## src/rtl/jzjpcc_memory_if.sv

```systemverilog
// rtl/jzjpcc_memory_if.sv - data-memory request/acknowledge port of the jzjpcc memory stage
interface jzjpcc_memory_if #(parameter int RAM_A_WIDTH = 30);
  logic                   dmemRequest;
  logic [RAM_A_WIDTH-1:0] dmemAddress;
  logic                   dmemWriteEnable;
  logic [31:0]            dmemWriteData;
  logic [3:0]             dmemByteMask;
  logic                   dmemAck;
  logic [31:0]            dmemReadData;

  modport master (
    output dmemRequest, dmemAddress, dmemWriteEnable, dmemWriteData, dmemByteMask,
    input  dmemAck, dmemReadData
  );

  modport slave (
    input  dmemRequest, dmemAddress, dmemWriteEnable, dmemWriteData, dmemByteMask,
    output dmemAck, dmemReadData
  );
endinterface

```

## src/rtl/jzjpcc_memory.sv

```systemverilog
// rtl/jzjpcc_memory.sv - jzjpcc memory stage: load/store over req/ack, load formatting, MEM/WB register
module jzjpcc_memory #(
  parameter int RAM_A_WIDTH = 30
) (
  input  logic                   clock,
  input  logic                   reset,
  input  logic                   valid,
  input  logic [31:0]            aluResult,
  input  logic [4:0]             rdAddr,
  input  logic                   rdWriteEnable,
  input  logic [1:0]             rdSource,
  input  logic                   memoryWriteEnable,
  input  logic [2:0]             funct3,
  input  logic [31:0]            memDataToWrite,
  input  logic [3:0]             memByteMask,
  jzjpcc_memory_if.master        dmem,
  output logic                   stall,
  output logic                   wbValid,
  output logic [4:0]             wbRdAddr,
  output logic                   wbRdWriteEnable,
  output logic [31:0]            wbRdData
);
  typedef enum logic {IDLE = 1'b0, ACCESS = 1'b1} stateT;

  stateT       state, nextState;
  logic        memOp;
  logic [31:0] aluLatched, writeDataLatched, loadData;
  logic [3:0]  maskLatched, maskComb;
  logic [2:0]  funct3Latched;
  logic [4:0]  rdAddrLatched;
  logic        rdWriteEnableLatched, storeLatched;
  logic        requestComb, writeEnableComb;
  logic [7:0]  loadByte;
  logic [15:0] loadHalf;

  assign memOp = valid & (memoryWriteEnable | (rdSource == 2'b01));

  always_ff @(posedge clock or posedge reset) begin
    if (reset) state <= IDLE;
    else       state <= nextState;
  end

  always_comb begin
    nextState = state;
    case (state)
      IDLE:    if (memOp) nextState = ACCESS;
      ACCESS:  if (dmem.dmemAck) nextState = IDLE;
      default: nextState = IDLE;
    endcase
  end

  // stall depends only on state, decode and ack, never on the wb register
  always_comb begin
    stall           = 1'b0;
    requestComb     = 1'b0;
    writeEnableComb = 1'b0;
    maskComb        = 4'b0000;
    case (state)
      IDLE: stall = memOp;
      ACCESS: begin
        stall           = !dmem.dmemAck;
        requestComb     = 1'b1;
        writeEnableComb = storeLatched;
        maskComb        = maskLatched;
      end
      default: stall = 1'b0;
    endcase
  end

  assign dmem.dmemRequest     = requestComb;
  assign dmem.dmemWriteEnable = writeEnableComb;
  assign dmem.dmemByteMask    = maskComb;
  assign dmem.dmemAddress     = aluLatched[RAM_A_WIDTH+1:2];
  assign dmem.dmemWriteData   = writeDataLatched;

  always_ff @(posedge clock or posedge reset) begin
    if (reset) begin
      aluLatched           <= 32'h0;
      writeDataLatched     <= 32'h0;
      maskLatched          <= 4'h0;
      funct3Latched        <= 3'h0;
      rdAddrLatched        <= 5'h0;
      rdWriteEnableLatched <= 1'b0;
      storeLatched         <= 1'b0;
    end else if (state == IDLE && memOp) begin
      aluLatched           <= aluResult;
      writeDataLatched     <= memDataToWrite;
      maskLatched          <= memByteMask;
      funct3Latched        <= funct3;
      rdAddrLatched        <= rdAddr;
      rdWriteEnableLatched <= rdWriteEnable;
      storeLatched         <= memoryWriteEnable;
    end
  end

  always_comb begin
    case (aluLatched[1:0])
      2'd0:    loadByte = dmem.dmemReadData[7:0];
      2'd1:    loadByte = dmem.dmemReadData[15:8];
      2'd2:    loadByte = dmem.dmemReadData[23:16];
      default: loadByte = dmem.dmemReadData[31:24];
    endcase
    loadHalf = aluLatched[1] ? dmem.dmemReadData[31:16] : dmem.dmemReadData[15:0];
    case (funct3Latched)
      3'b000:  loadData = {{24{loadByte[7]}}, loadByte};
      3'b001:  loadData = {{16{loadHalf[15]}}, loadHalf};
      3'b100:  loadData = {24'h0, loadByte};
      3'b101:  loadData = {16'h0, loadHalf};
      default: loadData = dmem.dmemReadData;
    endcase
  end

  always_ff @(posedge clock or posedge reset) begin
    if (reset) begin
      wbValid         <= 1'b0;
      wbRdAddr        <= 5'h0;
      wbRdWriteEnable <= 1'b0;
      wbRdData        <= 32'h0;
    end else if (state == IDLE) begin
      if (memOp) begin
        wbValid         <= 1'b0;
        wbRdWriteEnable <= 1'b0;
      end else begin
        wbValid         <= valid;
        wbRdAddr        <= rdAddr;
        wbRdData        <= aluResult;
        wbRdWriteEnable <= valid & rdWriteEnable & (rdAddr != 5'd0);
      end
    end else if (dmem.dmemAck) begin
      wbValid         <= 1'b1;
      wbRdAddr        <= rdAddrLatched;
      wbRdData        <= storeLatched ? aluLatched : loadData;
      wbRdWriteEnable <= !storeLatched & rdWriteEnableLatched & (rdAddrLatched != 5'd0);
    end
  end
endmodule

```

## src/flat_wrapper.sv

```systemverilog
// flat-port wrapper written by rule: the top's interface ports become plain ports
module jzjpcc_memory_flat 
#(
  parameter int RAM_A_WIDTH = 30
)
  (clock, reset, valid, aluResult, rdAddr, rdWriteEnable, rdSource, memoryWriteEnable, funct3, memDataToWrite, memByteMask, stall, wbValid, wbRdAddr, wbRdWriteEnable, wbRdData, dmem_dmemRequest, dmem_dmemAddress, dmem_dmemWriteEnable, dmem_dmemWriteData, dmem_dmemByteMask, dmem_dmemAck, dmem_dmemReadData);
  jzjpcc_memory_if #(.RAM_A_WIDTH(RAM_A_WIDTH)) dmem_i ();
  input  logic clock;
  input  logic reset;
  input  logic valid;
  input  logic [31:0] aluResult;
  input  logic [4:0] rdAddr;
  input  logic rdWriteEnable;
  input  logic [1:0] rdSource;
  input  logic memoryWriteEnable;
  input  logic [2:0] funct3;
  input  logic [31:0] memDataToWrite;
  input  logic [3:0] memByteMask;
  output logic stall;
  output logic wbValid;
  output logic [4:0] wbRdAddr;
  output logic wbRdWriteEnable;
  output logic [31:0] wbRdData;
  output wire logic [$bits(dmem_i.dmemRequest)-1:0] dmem_dmemRequest;
  output wire logic [$bits(dmem_i.dmemAddress)-1:0] dmem_dmemAddress;
  output wire logic [$bits(dmem_i.dmemWriteEnable)-1:0] dmem_dmemWriteEnable;
  output wire logic [$bits(dmem_i.dmemWriteData)-1:0] dmem_dmemWriteData;
  output wire logic [$bits(dmem_i.dmemByteMask)-1:0] dmem_dmemByteMask;
  input wire logic [$bits(dmem_i.dmemAck)-1:0] dmem_dmemAck;
  input wire logic [$bits(dmem_i.dmemReadData)-1:0] dmem_dmemReadData;
  assign dmem_dmemRequest = dmem_i.dmemRequest;
  assign dmem_dmemAddress = dmem_i.dmemAddress;
  assign dmem_dmemWriteEnable = dmem_i.dmemWriteEnable;
  assign dmem_dmemWriteData = dmem_i.dmemWriteData;
  assign dmem_dmemByteMask = dmem_i.dmemByteMask;
  assign dmem_i.dmemAck = dmem_dmemAck;
  assign dmem_i.dmemReadData = dmem_dmemReadData;
  jzjpcc_memory #(.RAM_A_WIDTH(RAM_A_WIDTH)) u_core (.clock(clock), .reset(reset), .valid(valid), .aluResult(aluResult), .rdAddr(rdAddr), .rdWriteEnable(rdWriteEnable), .rdSource(rdSource), .memoryWriteEnable(memoryWriteEnable), .funct3(funct3), .memDataToWrite(memDataToWrite), .memByteMask(memByteMask), .dmem(dmem_i), .stall(stall), .wbValid(wbValid), .wbRdAddr(wbRdAddr), .wbRdWriteEnable(wbRdWriteEnable), .wbRdData(wbRdData));
endmodule
```

## config.mk

```make
export PLATFORM = sky130hd
export DESIGN_NAME = jzjpcc_memory_flat
export DESIGN_NICKNAME = d
export VERILOG_FILES = /design/src/rtl/jzjpcc_memory_if.sv /design/src/rtl/jzjpcc_memory.sv /design/src/flat_wrapper.sv
export SDC_FILE = /design/constraint.sdc
export NUM_CORES = 1
export LEC_CHECK = 0
export CAP_MARGIN = 5
export CORE_ASPECT_RATIO = 1.1
export CORE_MARGIN = 2
export CORE_UTILIZATION = 45
export DETAILED_ROUTE_END_ITERATION = 10
export PLACE_DENSITY = 0.91
export SETUP_SLACK_MARGIN = 0.2
export SYNTH_ARGS = -nofsm -noshare
export SYNTH_HDL_FRONTEND = slang
export SYNTH_SLANG_ARGS = --single-unit
```

## constraint.sdc

```tcl
create_clock -name clock -period 11.5 [get_ports clock]
set_clock_uncertainty 0.2 [all_clocks]
set_input_delay 2.3 -clock clock [delete_from_list [all_inputs] [get_ports clock]]
set_output_delay 2.3 -clock clock [all_outputs]
set_load 0.03 [all_outputs]
```

==> results.txt, run 1 <==
Mapped Cells: 702
Status: complete, no violations
# diodes: 0
PD cells: 208 nW/µm²
DPL Wire Length: 12.4 mm
Crit path kind: in -> out
DRC violations left: 0
Worst R2R Setup Slack: 7680 ps
Die area: 14400 µm²
CTS buffer count: 17
Hold Violations, Final: 0
FF-to-FF Start: u_core.state
Worst vdd ir: 0.131 mV
Number of I/O pins: 224
Flop pwr share: 33.6%
Fin Setup TNS: 0 ps
Largest net degree at the start of global routing: 104
Worst Hold Class: reg -> reg
Actual slew at the worst max-slew pin: 1170 ps
Number of port buffers: 223
Yosys warning count: 0
Critical Path RT: 9000 ps
Startpoint types: input port
Setup crit end kind: primary output
Reg2Reg Depth: 6
Place WS: 3550 ps
Post-synth EDFFs: 0
Pre-antenna DRT Iters: 5
Netlist cell types: 38
NetSw: 0.664 mW
Mapped Nets: 818
WHS Path Cells: 2
Max-slew violations: 0
Starting Density: 45.9%
Post-CTS setup buffer count: 0
Ys async rst share: 100%
FILL cells: 1018
Top FF cell, synth: dfrtp_1
CTS tree: yes
Combinational share of power: 37.2%
Sink Count: 118
Clock Pin Slew Worst Setup and Hold Paths: 50 ps
Mapped Area: 6040 µm²
Global-route wire length before repair: 29.5 mm
GR Overflow Total: 0
Slowest CP cell: nor2_1
Post-CTS Hold Buffers: 0
Syn_area_per_cell: 8.61 µm²
Die W: 114 µm
Placed cell count: 1013
Worst EP arrival: 5460 ps
Final worst setup slack: 3540 ps
Pwr Total: 1.81 mW
Pint: 1.15 mW
Hold Crit Start: u_core.dmem.dmemWriteData[24]
Fraction of layout cells with a size suffix above 1: 4.86%
Initial DRC Count: 599
Hold WS: 272 ps
Cell mode on critical path: clkdlybuf4s50_1
Rel. slew slack: 21.6%
Fin crit share: 69.2%
Seq/Total Area, Yosys: 48.9%
Initial antenna violation count: 1
Clock share of power: 29.2%
Tmin final: 7960 ps
Synth-to-layout area growth: 44.3%
LEAKAGE: 3.85 nW
Antenna viol nets, final: 0
Sw Share: 36.6%
FF-to-FF End: u_core.wbRdData[15]
CP cell instances: clkdlybuf4s50_1 -> nor2b_1 -> buf_4 -> nor2_1 -> inv_1 -> clkdlybuf4s50_1
H-Tree Level Count: 4
Max FO, Critical Path: 23
Number of global-route vias before repair: 5800
Synth Register Bits: 118
Routability cong.: 0.870
Total routed wirelength: 18.6 mm
Clock root buffer master: clkbuf_16
Multi-input logic area: 2670 µm²
Final setup viols: 0
Post-cts sizing count: 0
Core Rows: 44
Reg area: 2950 µm²
Crit-path max cell delay: 900 ps
Via count: 5836
Clock latency on the worst-skew pair: 410 ps
Clock buffer depth: 2
Core area: 13200 µm²
Fmax: 126 MHz
Layout Cells excl Fill: 1045
Average routed wire per standard cell: 17.8 µm
Nets: 987
Die H: 126 µm
Worst Hold End: u_core.dmem.dmemWriteData[24]
GRT Total Usage: 26.1%
RSZ-0062 raised after global routing: false
Max_cap viols: 0
Vias per inst: 5.58
-- cell usage after synthesis (8+ instances only) --
library cell	instances	area [µm²]
mux2i_1	12	120
nor2_1	8	30.0
nor2b_1	34	213
a221oi_1	16	140
o221ai_1	14	123
nand2_1	232	871
a21oi_1	66	330
buf_4	30	225
dfrtp_1	118	2950
o21ai_0	45	225
clkbuf_1	44	165
nand2b_1	14	87.6
-- final cells by class --
type	count	area share [%]
flip-flops and latches	118	33.9
multi-input cells	499	30.6
repair buffers	228	26.0
clock buffers	24	5.75
well taps	161	2.31
clock inverters	8	1.09
inverters	7	0.330
-- sequential cells by signal, indices dropped and copies added (netlist names), 3 cells and up --
signal	count
u_core.maskLatched	4
u_core.rdAddrLatched	5
u_core.aluLatched	32
u_core.wbRdData	32
u_core.wbRdAddr	5
u_core.dmem.dmemWriteData	32
u_core.funct3Latched	3
-- critical path: cells and delay by family --
kind / cells / cell delay (ps)
buffers and inverters: 4 / 2200
AND/OR/NAND/NOR: 2 / 960
-- worst max path at each step --
stage                       startpoint    end  slack (ps)  cells after the start
final                     dmem_dmemAck  stall        3540                      6
after global routing             valid  stall        3390                      6
after CTS                        valid  stall        3580                      6
after detailed placement         valid  stall        3550                      6
after global placement     rdSource[0]  stall        3610                      6
after floorplan                  valid  stall        5530                      5
-- cells in the final DEF (no fill, tap or decap), types with 2 or more instances in the layout --
cell	instances
a211o_1	7
a21oi_1	66
a221o_1	3
a221oi_1	16
and2_1	4
and3b_1	7
buf_4	5
bufinv_16	2
clkbuf_1	2
clkbuf_16	17
clkbuf_8	5
clkdlybuf4s50_1	223
clkinv_2	4
clkinvlp_4	2
dfrtp_1	117
inv_1	5
mux2i_1	12
mux4_2	2
nand2_1	232
nand2b_1	14
nor2_1	8
nor2b_1	34
nor3_1	4
nor3b_1	2
o211ai_1	7
o21ai_0	45
o221ai_1	14
o22ai_1	4
or3_1	6
-- routing by layer --
layer	vias up	share of wire [%]	GRT usage, %
met4	2	2.9	11.8
met3	44	9.5	7.90
met5	-	0.059	0
met2	323	47	40.2
met1	2767	41	33.7
li1	2700	-	-
-- metrics by stage --
step	util (%)	instance area, µm²
2_1_floorplan	-	6040
3_3_place_gp	61.7	8120
3_5_place_dp	61.7	8120
4_1_cts	66.3	8720
5_1_grt	66.3	8720
6_report	66.3	8720
-- cell families (layout without fill, tap and decap cells) --
family,count (synthesis),in the layout,synth area share (%)
muxes,15,15,3.17
and+or+nand+nor,314,314,23.0
AOI/OAI and AO/OA,170,170,17.6
buffers and inverters,85,267,7.31
DFF,118,118,48.9
-- power groups by stage --
stage | Sequential [mW] | Combinational (mW) | Clock, mW
after floorplan | 0.707 | 0.311 | 0
after global placement | 0.610 | 0.661 | 0
after detailed placement | 0.613 | 0.674 | 0
after CTS | 0.609 | 0.677 | 0.537
after global routing | 0.623 | 0.720 | 0.556
final | 0.610 | 0.674 | 0.529
Power figures use the tool's default switching activity.
==> run 2: changes to the inputs <==
Clock period 11.5 ns to 7.65 ns, I/O delays scaled along.
==> run 2 against run 1 <==
  * Count of clock-buffer cells in the layout down 2
  * Clock power rose by 47%
  * Sequential power grew 47%
  * Die area is the same
  * Via count shrank 0.55%
  * Routed wire length rose by 1.2%
  * Total power grew 50%
  * Sequential share of layout area barely moved
  * Combinational power grew 54%
  * Final area hardly changed
  * Global-route usage is 0.31 points higher
  * Core utilization is essentially flat
  * Critical path type unchanged
  * Largest cell class unchanged
==> results.txt, run 2 (synthesized netlist as in run 1, its figures left out) <==
Post-CTS Hold Buffers: 0 (unchanged)
Tmin final: 5920 ps
FILL cells: 1053 (+3.4%)
CTS buffer count: 17 (unchanged)
Fmax: 169 MHz
Average routed wire per standard cell: 17.9 µm (+0.91%)
Clock Pin Slew Worst Setup and Hold Paths: 50 ps (about the same)
Die H: 126 µm (unchanged)
GR Overflow Total: 0 (unchanged)
Critical Path RT: 5920 ps (-3080 ps)
DPL Wire Length: 12.7 mm (+1.9%)
Pint: 1.71 mW (+49%)
Pwr Total: 2.72 mW (+50%)
Clock latency on the worst-skew pair: 410 ps (about the same)
Total routed wirelength: 18.8 mm (+1.2%)
Most frequent cells in the layout: nand2_1 (232), clkdlybuf4s50_1 (223), dfrtp_1 (117), a21oi_1 (66), o21ai_0 (45)
Die area: 14400 µm² (unchanged)
Clock buffer depth: 2 (unchanged)
Rel. slew slack: 31.0% (+9.3 points)
Hold Violations, Final: 0 (unchanged)
Crit path kind: in -> out
Clock share of power: 28.7% (-0.5 points)
Number of I/O pins: 224 (unchanged)
Sw Share: 37.0% (+0.36 points)
Core area: 13200 µm² (unchanged)
Number of port buffers: 223 (unchanged)
# diodes: 0 (unchanged)
Nets: 990 (+0.30%)
Vias per inst: 5.54 (-0.83%)
Layout Cells excl Fill: 1048 (+0.29%)
Startpoint types: input port
RSZ-0062 raised after global routing: false
Worst vdd ir: 0.204 mV (+56%)
Starting Density: 45.9% (unchanged)
Die W: 114 µm (unchanged)
Sink Count: 118 (unchanged)
Actual slew at the worst max-slew pin: 1040 ps (-136 ps)
LEAKAGE: 3.86 nW (+0.30%)
Synth-to-layout area growth: 44.3% (about the same)
Setup crit end kind: primary output
Worst EP arrival: 4190 ps (-1270 ps)
Number of global-route vias before repair: 5707 (-1.6%)
Status: complete, no violations
CP cell instances: clkdlybuf4s50_1 -> nor2b_1 -> o21a_4 -> nor2_1 -> buf_4 -> inv_1 -> clkdlybuf4s50_1
PD cells: 311 nW/µm² (+50%)
Post-CTS setup buffer count: 0 (unchanged)
Post-cts sizing count: 0 (unchanged)
NetSw: 1.00 mW (+51%)
Antenna viol nets, final: 0 (unchanged)
Worst Hold Class: reg -> reg
Clock root buffer master: clkbuf_16
Fin crit share: 77.4%
Max-slew violations: 0 (unchanged)
Fraction of layout cells with a size suffix above 1: 5.19% (+0.32 points)
Flop pwr share: 32.9% (-0.7 points)
Max FO, Critical Path: 23 (unchanged)
Crit-path max cell delay: 810 ps (-90 ps)
Most common cell after layout, fill and taps aside: nand2_1
Max_cap viols: 0 (unchanged)
Pre-antenna DRT Iters: 5 (unchanged)
Core Rows: 44 (unchanged)
Global-route wire length before repair: 29.3 mm (-0.54%)
Routability cong.: 0.846 (-2.7%)
Initial antenna violation count: 0 (-1)
Final setup viols: 0 (unchanged)
CTS tree: yes
Combinational share of power: 38.4% (+1.2 points)
Cell mode on critical path: clkdlybuf4s50_1
Fin Setup TNS: 0 ps (unchanged)
GRT Total Usage: 26.4% (+0.31 points)
Largest net degree at the start of global routing: 104 (unchanged)
DRC violations left: 0 (unchanged)
Initial DRC Count: 573 (-4.3%)
Placed cell count: 1016 (+0.30%)
Via count: 5804 (-0.55%)
H-Tree Level Count: 4 (unchanged)
Slowest CP cell: clkdlybuf4s50_1
==> run 2: cell count changes in the layout (fill, tap and decap cells not counted) <==
cell	before	now
clkbuf_8	5	3
clkinv_2	4	7
buf_4	5	8
clkinvlp_4	2	1
==> run 2: critical path: cells and delay by family <==
family	cells	cell delay, ps
AOI/OAI and AO/OA	1	210
buffers and inverters	4	2030
and+or+nand+nor	2	410
==> run 2: stage by stage <==
| stage | cell area (µm²) | hold WS [ps] | worst slack [ps] | util, % |
|---|---|---|---|---|
| finish | 8720 | 267 | 1730 | 66.3 |
| global route | 8720 | 294 | 1610 | 66.3 |
| CTS | 8720 | 269 | 1710 | 66.3 |
| detailed placement | 8140 | 256 | 1700 | 61.9 |
| global placement | 8140 | 252 | 1770 | 61.9 |
| floorplan | 6040 | 238 | 2790 | - |
==> run 2: cell type report <==
| class | instances | area (µm²) | share of cell area, % |
|---|---|---|---|
| tap | 161 | 201 | 2.31 |
| multi-input combinational | 499 | 2670 | 30.6 |
| clock buffer | 22 | 474 | 5.44 |
| sequential | 118 | 2950 | 33.9 |
| inverter | 7 | 28.8 | 0.330 |
| timing repair buffer | 231 | 2290 | 26.3 |
| clock inverter | 10 | 103 | 1.18 |
==> run 2: final timing paths <==
check,start,end,slack (ps),cells after the start
max,valid,stall,1730,7
min,u_core.maskLatched[0],u_core.maskLatched[0],270,2
max reg2reg,u_core.aluLatched[1],u_core.wbRdData[22],4620,3
min reg2reg,u_core.maskLatched[0],u_core.maskLatched[0],270,2
max in group asynchronous,reset,u_core.wbRdData[25],4600,3
min in group asynchronous,reset,u_core.maskLatched[3],1400,2
==> run 2: routing by layer <==
metal | wire, µm | track usage, % | share of wire (%) | vias to the layer above
met4 | 612 | 12.6 | 3.3 | 0
li1 | - | - | - | 2701
met5 | 0 | 0 | 0 | -
met1 | 7530 | 33.8 | 40 | 2730
met2 | 8830 | 40.8 | 47 | 326
met3 | 1820 | 7.85 | 9.7 | 47
==> run 2: power by group through the flow <==
stage          registers, mW  logic, mW  clock network, mW
2_1_floorplan           1.06      0.467                  0
3_3_place_gp           0.894       1.02                  0
3_5_place_dp           0.898       1.04                  0
4_1_cts                0.893       1.05              0.793
5_1_grt                0.914       1.11              0.826
6_report               0.894       1.04              0.780
